**src/rtl/mem_arbiter_pkg.sv**
```systemverilog
// mem_arbiter_pkg: shared encodings for the byte-serial memory arbiter.
// Holds the access-type and state encodings, the grant owner encoding,
// the latched-transaction payload, the IO region constant and UART addresses.
package mem_arbiter_pkg;

    typedef enum logic [1:0] {
        ACC_BYTE = 2'b00,
        ACC_HALF = 2'b01,
        ACC_WORD = 2'b10
    } accessType;

    typedef enum logic [1:0] {
        IDLE   = 2'b00,
        IREAD  = 2'b01,
        DREAD  = 2'b10,
        DWRITE = 2'b11
    } arbState;

    typedef enum logic {
        GRANT_INSTR = 1'b0,
        GRANT_DATA  = 1'b1
    } grantSel;

    // Latched request: base byte address and store data.
    typedef struct packed {
        logic [31:0] addr;
        logic [31:0] wrData;
    } txnT;

    // Address bits [17:16] == IO_REGION select memory-mapped IO.
    localparam logic [1:0]  IO_REGION      = 2'b11;
    localparam logic [31:0] IO_UART_DATA   = 32'h0003_0000;
    localparam logic [31:0] IO_UART_STATUS = 32'h0003_0004;

    // Bytes moved for a data access; the reserved encoding behaves as a word.
    function automatic logic [2:0] byteCount(input logic [1:0] accType);
        case (accType)
            ACC_BYTE: byteCount = 3'd1;
            ACC_HALF: byteCount = 3'd2;
            default:  byteCount = 3'd4;
        endcase
    endfunction

endpackage

```
**src/rtl/mem_byte_collector.sv**
```systemverilog
// mem_byte_collector: BLOCK_SIZE-byte assemble register for read data.
// Ports: clockIn/resetIn (async active-low), enable (global freeze when low),
// clear (zero the line), writeEn/writeIdx/byteIn (store one byte),
// lineNext (line including the byte being written this cycle).
module mem_byte_collector #(
    parameter int unsigned BLOCK_WIDTH = 4,
    parameter int unsigned BLOCK_SIZE  = 16
) (
    input  logic                      clockIn,
    input  logic                      resetIn,
    input  logic                      enable,
    input  logic                      clear,
    input  logic                      writeEn,
    input  logic [BLOCK_WIDTH-1:0]    writeIdx,
    input  logic [7:0]                byteIn,
    output logic [BLOCK_SIZE*8-1:0]   lineNext
);

    logic [BLOCK_SIZE*8-1:0] line;

    // Merge the incoming byte so the final byte is visible at the completing edge.
    always_comb begin
        lineNext = line;
        if (writeEn) begin
            lineNext[8*writeIdx +: 8] = byteIn;
        end
    end

    always_ff @(posedge clockIn or negedge resetIn) begin
        if (!resetIn) begin
            line <= '0;
        end else if (enable) begin
            if (clear) begin
                line <= '0;
            end else begin
                line <= lineNext;
            end
        end
    end

endmodule

```
**src/rtl/mem_arbiter.sv**
```systemverilog
// mem_arbiter: arbitrates the I-cache refill port and the load/store port onto
// an 8-bit memory bus, sequencing multi-byte requests one byte per cycle.
// Optional feature macro: MEM_ARBITER_IO_STALL_EN (stall IO writes while the
// UART buffer is full; when undefined ioBufferFull is ignored).
// Ports: clockIn, resetIn (async active-low), readyIn (global enable),
// clearIn (flush of instruction transactions), memIn/memOut/memAddr/readWriteOut
// (byte bus), ioBufferFull, instrReq*/instrData* (line refill port),
// dataReq*/dataResp* (data port). Ready pulses and bus outputs are decoded
// from current state; response pulses and data are registered.
module mem_arbiter
    import mem_arbiter_pkg::*;
#(
    parameter int unsigned BLOCK_WIDTH = 4,
    parameter int unsigned BLOCK_SIZE  = 16
) (
    input  logic                     clockIn,
    input  logic                     resetIn,
    input  logic                     readyIn,
    input  logic                     clearIn,
    input  logic [7:0]               memIn,
    output logic [7:0]               memOut,
    output logic [31:0]              memAddr,
    output logic                     readWriteOut,
    input  logic                     ioBufferFull,
    input  logic                     instrReqValid,
    input  logic [31:0]              instrReqAddr,
    output logic                     instrReqReady,
    output logic                     instrDataValid,
    output logic [BLOCK_SIZE*8-1:0]  instrData,
    input  logic                     dataReqValid,
    input  logic                     dataReqWrite,
    input  logic [1:0]               dataReqType,
    input  logic [31:0]              dataReqAddr,
    input  logic [31:0]              dataReqData,
    output logic                     dataReqReady,
    output logic                     dataRespValid,
    output logic [31:0]              dataResp
);

    localparam int unsigned CW = BLOCK_WIDTH + 1;
    localparam int unsigned LW = BLOCK_SIZE * 8;

    arbState       state, stateNext;
    logic [CW-1:0] cnt, cntNext, nBytes;
    grantSel       lastGrant;
    txnT           txn;
    logic          instrWant_c, grantInstr_c, grantData_c;
    logic          instrDone_c, dataDone_c, capture_c, ioStall_c;
    logic [LW-1:0] lineNext;

    // IO write stall on a full UART buffer.
`ifdef MEM_ARBITER_IO_STALL_EN
    assign ioStall_c = (txn.addr[17:16] == IO_REGION) && ioBufferFull;
`else
    logic unusedIoFull;
    assign unusedIoFull = ioBufferFull;
    assign ioStall_c    = 1'b0;
`endif

    // Fair arbitration: on a tie the requester not granted last wins.
    assign instrWant_c  = instrReqValid && !clearIn;
    assign grantData_c  = (state == IDLE) && dataReqValid
                          && (!instrWant_c || lastGrant == GRANT_INSTR);
    assign grantInstr_c = (state == IDLE) && instrWant_c
                          && (!dataReqValid || lastGrant == GRANT_DATA);
    assign instrReqReady = readyIn && grantInstr_c;
    assign dataReqReady  = readyIn && grantData_c;

    mem_byte_collector #(
        .BLOCK_WIDTH (BLOCK_WIDTH),
        .BLOCK_SIZE  (BLOCK_SIZE)
    ) u_collector (
        .clockIn  (clockIn),
        .resetIn  (resetIn),
        .enable   (readyIn),
        .clear    (grantInstr_c || grantData_c),
        .writeEn  (capture_c),
        .writeIdx (BLOCK_WIDTH'(cnt - CW'(1))),
        .byteIn   (memIn),
        .lineNext (lineNext)
    );

    // Next state, counter and bus drive.
    always_comb begin
        stateNext    = state;
        cntNext      = cnt;
        instrDone_c  = 1'b0;
        dataDone_c   = 1'b0;
        capture_c    = 1'b0;
        memAddr      = '0;
        memOut       = '0;
        readWriteOut = 1'b0;
        case (state)
            IDLE: begin
                cntNext = '0;
                if (grantData_c) begin
                    stateNext = dataReqWrite ? DWRITE : DREAD;
                end else if (grantInstr_c) begin
                    stateNext = IREAD;
                end
            end
            IREAD, DREAD: begin
                // Issue while cnt < N; the byte for address i arrives when cnt = i+1.
                if (cnt < nBytes) begin
                    memAddr = txn.addr + 32'(cnt);
                end
                capture_c = (cnt != '0);
                if (state == IREAD && clearIn) begin
                    stateNext = IDLE;
                end else if (cnt == nBytes) begin
                    stateNext = IDLE;
                    if (state == IREAD) begin
                        instrDone_c = 1'b1;
                    end else begin
                        dataDone_c = 1'b1;
                    end
                end else begin
                    cntNext = cnt + CW'(1);
                end
            end
            DWRITE: begin
                if (!ioStall_c) begin
                    memAddr      = txn.addr + 32'(cnt);
                    memOut       = txn.wrData[8*cnt[1:0] +: 8];
                    readWriteOut = 1'b1;
                    if (cnt == nBytes - CW'(1)) begin
                        stateNext  = IDLE;
                        dataDone_c = 1'b1;
                    end else begin
                        cntNext = cnt + CW'(1);
                    end
                end
            end
            default: stateNext = IDLE;
        endcase
    end

    // State register.
    always_ff @(posedge clockIn or negedge resetIn) begin
        if (!resetIn) begin
            state <= IDLE;
            cnt   <= '0;
        end else if (readyIn) begin
            state <= stateNext;
            cnt   <= cntNext;
        end
    end

    // Request latch, grant history and registered responses.
    always_ff @(posedge clockIn or negedge resetIn) begin
        if (!resetIn) begin
            lastGrant      <= GRANT_INSTR;
            nBytes         <= '0;
            txn            <= '0;
            instrDataValid <= 1'b0;
            instrData      <= '0;
            dataRespValid  <= 1'b0;
            dataResp       <= '0;
        end else if (readyIn) begin
            instrDataValid <= instrDone_c;
            dataRespValid  <= dataDone_c;
            if (grantData_c) begin
                lastGrant  <= GRANT_DATA;
                nBytes     <= CW'(byteCount(dataReqType));
                txn.addr   <= dataReqAddr;
                txn.wrData <= dataReqData;
            end else if (grantInstr_c) begin
                lastGrant  <= GRANT_INSTR;
                nBytes     <= CW'(BLOCK_SIZE);
                txn.addr   <= instrReqAddr & ~32'(BLOCK_SIZE - 1);
                txn.wrData <= '0;
            end
            if (instrDone_c) begin
                instrData <= lineNext;
            end
            if (dataDone_c) begin
                dataResp <= (state == DWRITE) ? 32'h0 : lineNext[31:0];
            end
        end
    end

endmodule

```
**config.mk**
```make
export PLATFORM = sky130hd
export DESIGN_NAME = mem_arbiter
export DESIGN_NICKNAME = d
export VERILOG_FILES = /design/src/rtl/mem_arbiter_pkg.sv /design/src/rtl/mem_byte_collector.sv /design/src/rtl/mem_arbiter.sv
export SDC_FILE = /design/constraint.sdc
export NUM_CORES = 1
export LEC_CHECK = 0
export BUFFER_PORTS_ARGS = -buffer_cell sky130_fd_sc_hd__buf_2
export CAP_MARGIN = 15
export CELL_PAD_IN_SITES_DETAIL_PLACEMENT = 0
export CELL_PAD_IN_SITES_GLOBAL_PLACEMENT = 1
export CORE_ASPECT_RATIO = 1.2
export CORE_UTILIZATION = 30
export DETAILED_ROUTE_END_ITERATION = 8
export GPL_ROUTABILITY_DRIVEN = 0
export PLACE_DENSITY = 0.56
export SLEW_MARGIN = 15
export SYNTH_ARGS = -nofsm -noshare
export SYNTH_HDL_FRONTEND = slang
export SYNTH_HIERARCHICAL = 1
export SYNTH_SLANG_ARGS = --single-unit
export TNS_END_PERCENT = 1
```
**constraint.sdc**
```tcl
create_clock -name clockIn -period 5.7 [get_ports clockIn]
set_clock_uncertainty 0.05 [all_clocks]
set_input_delay 0.57 -clock clockIn [delete_from_list [all_inputs] [get_ports clockIn]]
set_output_delay 0.57 -clock clockIn [all_outputs]
set_load 0.03 [all_outputs]
```
==> results of run 1 <==
cell usage in the layout (no fill, tap or decap), drive strengths merged, types with 8 or more instances in the layout:
master	count
a32o	18
dfrtp	366
nor2	40
nand3	19
a211oi	8
a32oi	32
buf	353
nand2b	13
mux2	200
a21o	8
mux2i	10
mux4	8
o211ai	13
inv	64
nor3	22
a21oi	16
o2bb2ai	39
a22oi	9
o21ai	170
o31ai	9
or4	11
a22o	68
nor2b	48
a222oi	28
clkbuf	63
xnor2	13
clkinv	9
xor2	13
and2	12
nand2	129
and3	14
ha	20
worst reg2reg max path, stage by stage (launching register included):
cell,delay [ns]
dfrtp_1,0.32
buf_4,0.29
inv_1,0.11
buf_4,0.24
ha_1,0.24
xor2_1,0.16
buf_4,0.21
nor3_1,0.20
ha_1,0.30
nor2b_1,0.41
nand3_1,0.69
o21ai_0,0.46
o21ai_0,0.17
mux2_2,0.29
power groups by stage:
stage	sequential (mW)	combinational [mW]	clock, mW
floorplan	3.95	2.67	0
global placement	3.73	4.37	0
detailed placement	3.75	4.40	0
CTS	3.71	4.42	2.77
global route	3.81	4.80	2.87
finish	3.72	4.38	2.67
stage by stage:
step                area (um^2)  hold WS, ns  instances
floorplan                 17900        0.224       1587
global route              21800        0.138       2703
CTS                       21700        0.109       2700
finish                    21800        0.148       2703
detailed placement        20400        0.418       2624
global placement          20400        0.410       2624
metal layers:
layer	vias up	track usage	share of wire
met2	412	0.311	0.48
met5	-	0	0.00074
met4	8	0.0462	0.019
met3	72	0.0525	0.073
li1	6478	-	-
met1	7013	0.246	0.42
layout make-up:
type                            count  area share
Antenna cell                        1    0.000115
Clock buffer                       62      0.0555
Clock inverter                     13     0.00598
Inverter                           65      0.0112
Multi-Input combinational cell   1049       0.372
Sequential cell                   366       0.421
Tap cell                          792      0.0455
Timing Repair Buffer              355      0.0886
what timing repair did:
| action | 4_1_cts | 5_1_grt |
|---|---|---|
| endpoints found under the setup margin | 0 | 0 |
| endpoints found under the hold margin | 75 | 0 |
| hold buffers | 1 | 0 |
registers in the layout, indices dropped and copies added, names as in the netlist:
| name | cells |
|---|---|
| instrData | 128 |
| txn | 64 |
| dataRespValid | 1 |
| instrDataValid | 1 |
| lastGrant | 1 |
| cnt | 5 |
| nBytes | 4 |
| dataResp | 32 |
| state | 2 |
| u_collector/line | 128 |
worst max path at each step:
stage | from | end | slack [ns] | cells after the start
2_1_floorplan | cnt[0] | dataResp[31] | 1.44 | 15
3_3_place_gp | cnt[0] | instrData[61] | 1.43 | 12
3_5_place_dp | cnt[0] | instrData[92] | 1.43 | 12
4_1_cts | cnt[0] | memAddr[28] | 1.35 | 10
5_1_grt | cnt[0] | u_collector/line[101] | 1.12 | 12
6_report | cnt[0] | memAddr[28] | 1.42 | 10
cells by family after synthesis:
group / Yosys count / synth area share
compound gates: 438 / 0.177
fa+ha+maj: 21 / 0.0151
xor+xnor: 27 / 0.0144
mux: 218 / 0.141
flops: 366 / 0.511
simple gates: 345 / 0.103
buf+inv: 172 / 0.0385
==> flow_summary.json, run 1 <==
{
  "antenna_found_initial": 5,
  "switching_share": 0.418,
  "leakagePower_nw": 10.6,
  "clock_sinks": 366,
  "core_mm2": 0.0587,
  "grt_overflow_total": 0,
  "crit_path_end_kind": "primary output",
  "yosys.cell_types.count": 76,
  "htree_levels": 2,
  "regArea_mm2": 0.00916,
  "dp_slack_ns": 1.43,
  "comb_power_share": 0.407,
  "syn_inst": 1587,
  "fin_crit_sh": 0.751,
  "r2r_start": "cnt[0]",
  "powerDensity_mw_per_mm2": 495,
  "cts_resized": 0,
  "seq_power_share": 0.345,
  "critPathBufInv": 3,
  "startpoint_type": "flop",
  "worstSetupPathType": "reg2out",
  "yosysTopAreaCellShare": 0.511,
  "tns_ns": 0,
  "die_h_um": 270,
  "avgViaCountPerCell": 5.17,
  "hold_end": "nBytes[0]",
  "ir_worst_vdd_uv": 214,
  "yosys_warnings": 6,
  "utilization": 0.370,
  "wl_um": 57900,
  "firstDrtPassIters": 9,
  "multi_input_area_mm2": 0.00810,
  "slew_headroom": 0.289,
  "synth_fp_nets": 1722,
  "ys_ff_latch": 366,
  "synth_area_mm2": 0.0179,
  "placementRows": 97,
  "crit_fanout": 16,
  "grt_max_degree": 132,
  "cts_root_buf": "clkbuf_16",
  "track_usage": 0.190,
  "path_delay_family": "simple AND/OR/NAND/NOR gates",
  "synth_area_leaders": "dfrtp_1, mux2_2, o21ai_0",
  "initial_core_util": 0.305,
  "hp-class": "in2reg",
  "crit_path_top_delay_cell": "or4_1",
  "period_minus_slack_ns": 4.28,
  "p_int_mw": 6.27,
  "yosysSeqAreaShare": 0.511,
  "rr_endpoint": "instrData[96]",
  "maxCapViolCount": 0,
  "ys.flop_type": "dfrtp_1",
  "grt_first_pass_wirelength_um": 89500,
  "crit_required_ns": 5.08,
  "ios": 319,
  "post_cts_buffers": 0,
  "fmax_mhz": 234,
  "vias": 14000,
  "slowest_delay_ns": 0.54,
  "slew_violations": 0,
  "io_buffers": 313,
  "drt_iter0_markers": 927,
  "cts_buffer_depth": 3,
  "grt_pass1_vias": 14300,
  "final_hold_viol_count": 0,
  "yosys.area.top_type": "dfrtp_1",
  "status": "finished, final reports clean",
  "die_area_mm2": 0.0607,
  "worstMarginPinSlew_ns": 1.07,
  "rsz0062_at_grt": "false",
  "synth_edf_count": 0,
  "drcViolationCount": 0,
  "antenna_left": 0,
  "worst_slack_ns": 1.42,
  "clkPwrFrac": 0.248,
  "synthTopCellsByCount": "dfrtp_1, mux2_2, o21ai_0, nand2_1, clkbuf_1",
  "synthToLayoutAreaGrowth_pct": 21.4,
  "crit_arrival_ns": 3.66,
  "path_cells": "buf_4 -> ha_1 -> inv_1 -> fa_1 -> nor2b_1 -> o31a_1 -> nor2_1 -> or4_1 -> a21oi_1 -> buf_2",
  "dp_hpwl_um": 40200,
  "setup_viol": 0,
  "ff2ff_path_depth": 13,
  "nFillCells": 5883,
  "syn-mean-instance-area_um2": 11.3,
  "reg2reg_slack_ns": 1.44,
  "nets": 2015,
  "synth.most_common_cell": "dfrtp_1",
  "cts_buffers": 43,
  "power_mw": 10.8,
  "worst_hold_path.num_cells": 2,
  "min_from": "dataReqType[0]",
  "dieWidth_um": 225,
  "p_sw_mw": 4.50,
  "cts_tree": "built",
  "async_flop_share": 1.00,
  "clk-insertion-delay-late_ns": 0.56,
  "drive_above_1_share": 0.341,
  "clk_pin_slew_worst_paths_ns": 0.06,
  "wl_per_cell_um": 21.4
}
No activity file was read; power rests on OpenSTA's default activity.
==> inputs of run 2 (changes only) <==
- clock period: 5.7 -> 4.2 ns (I/O delays scaled with it)
==> flow_summary.json, run 2 (same netlist as run 1, synthesis figures left out) <==
{
  "dp_hpwl_um": 40600,
  "firstDrtPassIters": 9,
  "tns_ns": 0,
  "startpoint_type": "flop",
  "die_area_mm2": 0.0607,
  "hp-class": "in2reg",
  "maxCapViolCount": 0,
  "nFillCells": 5912,
  "wl_per_cell_um": 21.1,
  "slew_headroom": 0.236,
  "rsz0062_at_grt": "false",
  "dp_slack_ns": 0.356,
  "clkPwrFrac": 0.265,
  "cp-endpoint": "dataResp[16]",
  "crit_required_ns": 4.67,
  "crit_path_end_kind": "flop",
  "path_delay_family": "simple AND/OR/NAND/NOR gates",
  "track_usage": 0.192,
  "avgViaCountPerCell": 5.20,
  "ff2ff_path_depth": 13,
  "ir_worst_vdd_uv": 307,
  "seq_power_share": 0.334,
  "grt_overflow_total": 0,
  "rr_endpoint": "dataResp[16]",
  "dieWidth_um": 225,
  "antenna_left": 0,
  "nets": 2075,
  "period_minus_slack_ns": 3.91,
  "p_sw_mw": 6.15,
  "crit_top_cell": "buf_4",
  "drive_above_1_share": 0.340,
  "slew_violations": 0,
  "top_regs": "instrData (128), u_collector/line (128), txn (64)",
  "setup_viol": 0,
  "synthToLayoutAreaGrowth_pct": 25.6,
  "path_cells": "inv_1 -> ha_1 -> xor2_1 -> buf_4 -> nor3_1 -> ha_1 -> or4_1 -> buf_4 -> or2_0 -> o21ai_0 -> buf_4 -> nor2b_1 -> mux2_2",
  "crit_arrival_ns": 4.38,
  "switching_share": 0.409,
  "grt_max_degree": 100,
  "clock_sinks": 366,
  "leakagePower_nw": 10.9,
  "final_cell_mix": "dfrtp_1, buf_2, mux2_2, o21ai_0, nand2_1",
  "grt_first_pass_wirelength_um": 90100,
  "drcViolationCount": 0,
  "placementRows": 97,
  "worstMarginPinSlew_ns": 1.14,
  "cts_buffer_depth": 3,
  "htree_levels": 2,
  "crit_cells": 13,
  "core_mm2": 0.0587,
  "critPathBufInv": 4,
  "r2r_start": "cnt[1]",
  "crit_fanout": 28,
  "slowest_delay_ns": 0.56,
  "vias": 14400,
  "critPathLaunch": "cnt[1]",
  "final_common_cell": "dfrtp_1",
  "p_int_mw": 8.87,
  "fin_crit_sh": 0.931,
  "io_buffers": 313,
  "antenna_found_initial": 6,
  "reg2reg_slack_ns": 0.29,
  "cts_tree": "built",
  "wl_um": 58500,
  "initial_core_util": 0.305,
  "cts_root_buf": "clkbuf_16",
  "grt_pass1_vias": 14600,
  "powerDensity_mw_per_mm2": 667,
  "drt_iter0_markers": 867,
  "die_h_um": 270,
  "clk-insertion-delay-late_ns": 0.58,
  "worstSetupPathType": "reg2reg",
  "crit_path_top_delay_cell": "or4_1",
  "worst_slack_ns": 0.289,
  "final_hold_viol_count": 0,
  "status": "finished, final reports clean",
  "cts_buffers": 42,
  "clk_pin_slew_worst_paths_ns": 0.06,
  "comb_power_share": 0.401,
  "ios": 319,
  "fmax_mhz": 256
}
==> run 2: how the worst min path moves through the flow <==
stage / start / end / slack (ns) / cells after the start
after detailed placement: instrDataValid / instrDataValid / 0.41 / 1
final: instrReqAddr[23] / txn[55] / 0.04 / 3
after floorplan: resetIn / cnt[0] / 0.07 / 0
after global routing: dataReqAddr[9] / txn[41] / 0.02 / 3
after global placement: instrDataValid / instrDataValid / 0.41 / 1
after CTS: instrReqAddr[25] / txn[57] / 0.00006 / 3
==> run 2: metrics by stage <==
step	instances	util	area (um^2)	hold WS, ns	total power [mW]
2_1_floorplan	1587	-	17900	0.0744	8.98
3_3_place_gp	2633	0.348	20500	0.411	10.9
3_5_place_dp	2633	0.348	20500	0.413	11.1
4_1_cts	2764	0.383	22500	0.0000580	15.2
5_1_grt	2766	0.383	22500	0.0185	16.0
6_report	2768	0.383	22500	0.0357	15.0
==> run 2: timing repair <==
action	4_1_cts	5_1_grt
setup endpoints to repair	3	4
setup buffers	0	2
cloned	0	0
hold endpoints to repair	139	0
pin swaps	0	1
resized for setup	1	0
hold buffers	53	0
==> run 2: worst register-to-register path, stage by stage (launching register included) <==
cell     delay, ns
dfrtp_1       0.45
inv_1         0.22
ha_1          0.20
xor2_1        0.17
buf_4         0.21
nor3_1        0.07
ha_1          0.33
or4_1         0.56
buf_4         0.24
or2_0         0.44
o21ai_0       0.41
buf_4         0.21
nor2b_1       0.12
mux2_2        0.15
==> run 2: metal layers <==
metal	up-vias	track usage	part of all wire
met4	10	0.0641	0.028
met2	443	0.308	0.47
met1	7233	0.251	0.43
li1	6592	-	-
met5	-	0	0.00099
met3	105	0.0461	0.066
==> run 2: power groups by stage <==
stage               logic, mW  clock network [mW]  registers (mW)
floorplan                3.63                   0            5.36
global placement         5.89                   0            5.05
detailed placement       5.98                   0            5.07
CTS                      6.05                4.09            5.02
global route             6.58                4.23            5.14
finish                   6.02                3.97            5.02
==> run 2: cell type report <==
| class | count | area [um^2] | area share |
|---|---|---|---|
| flip-flops and latches | 366 | 9160 | 0.407 |
| multi-input cells | 1049 | 8100 | 0.360 |
| repair buffers | 416 | 2520 | 0.112 |
| clock buffers | 60 | 1260 | 0.0559 |
| well taps | 792 | 991 | 0.0440 |
| clock inverters | 18 | 246 | 0.0109 |
| inverters | 65 | 244 | 0.0108 |
| diodes | 2 | 5.00 | 0.000222 |
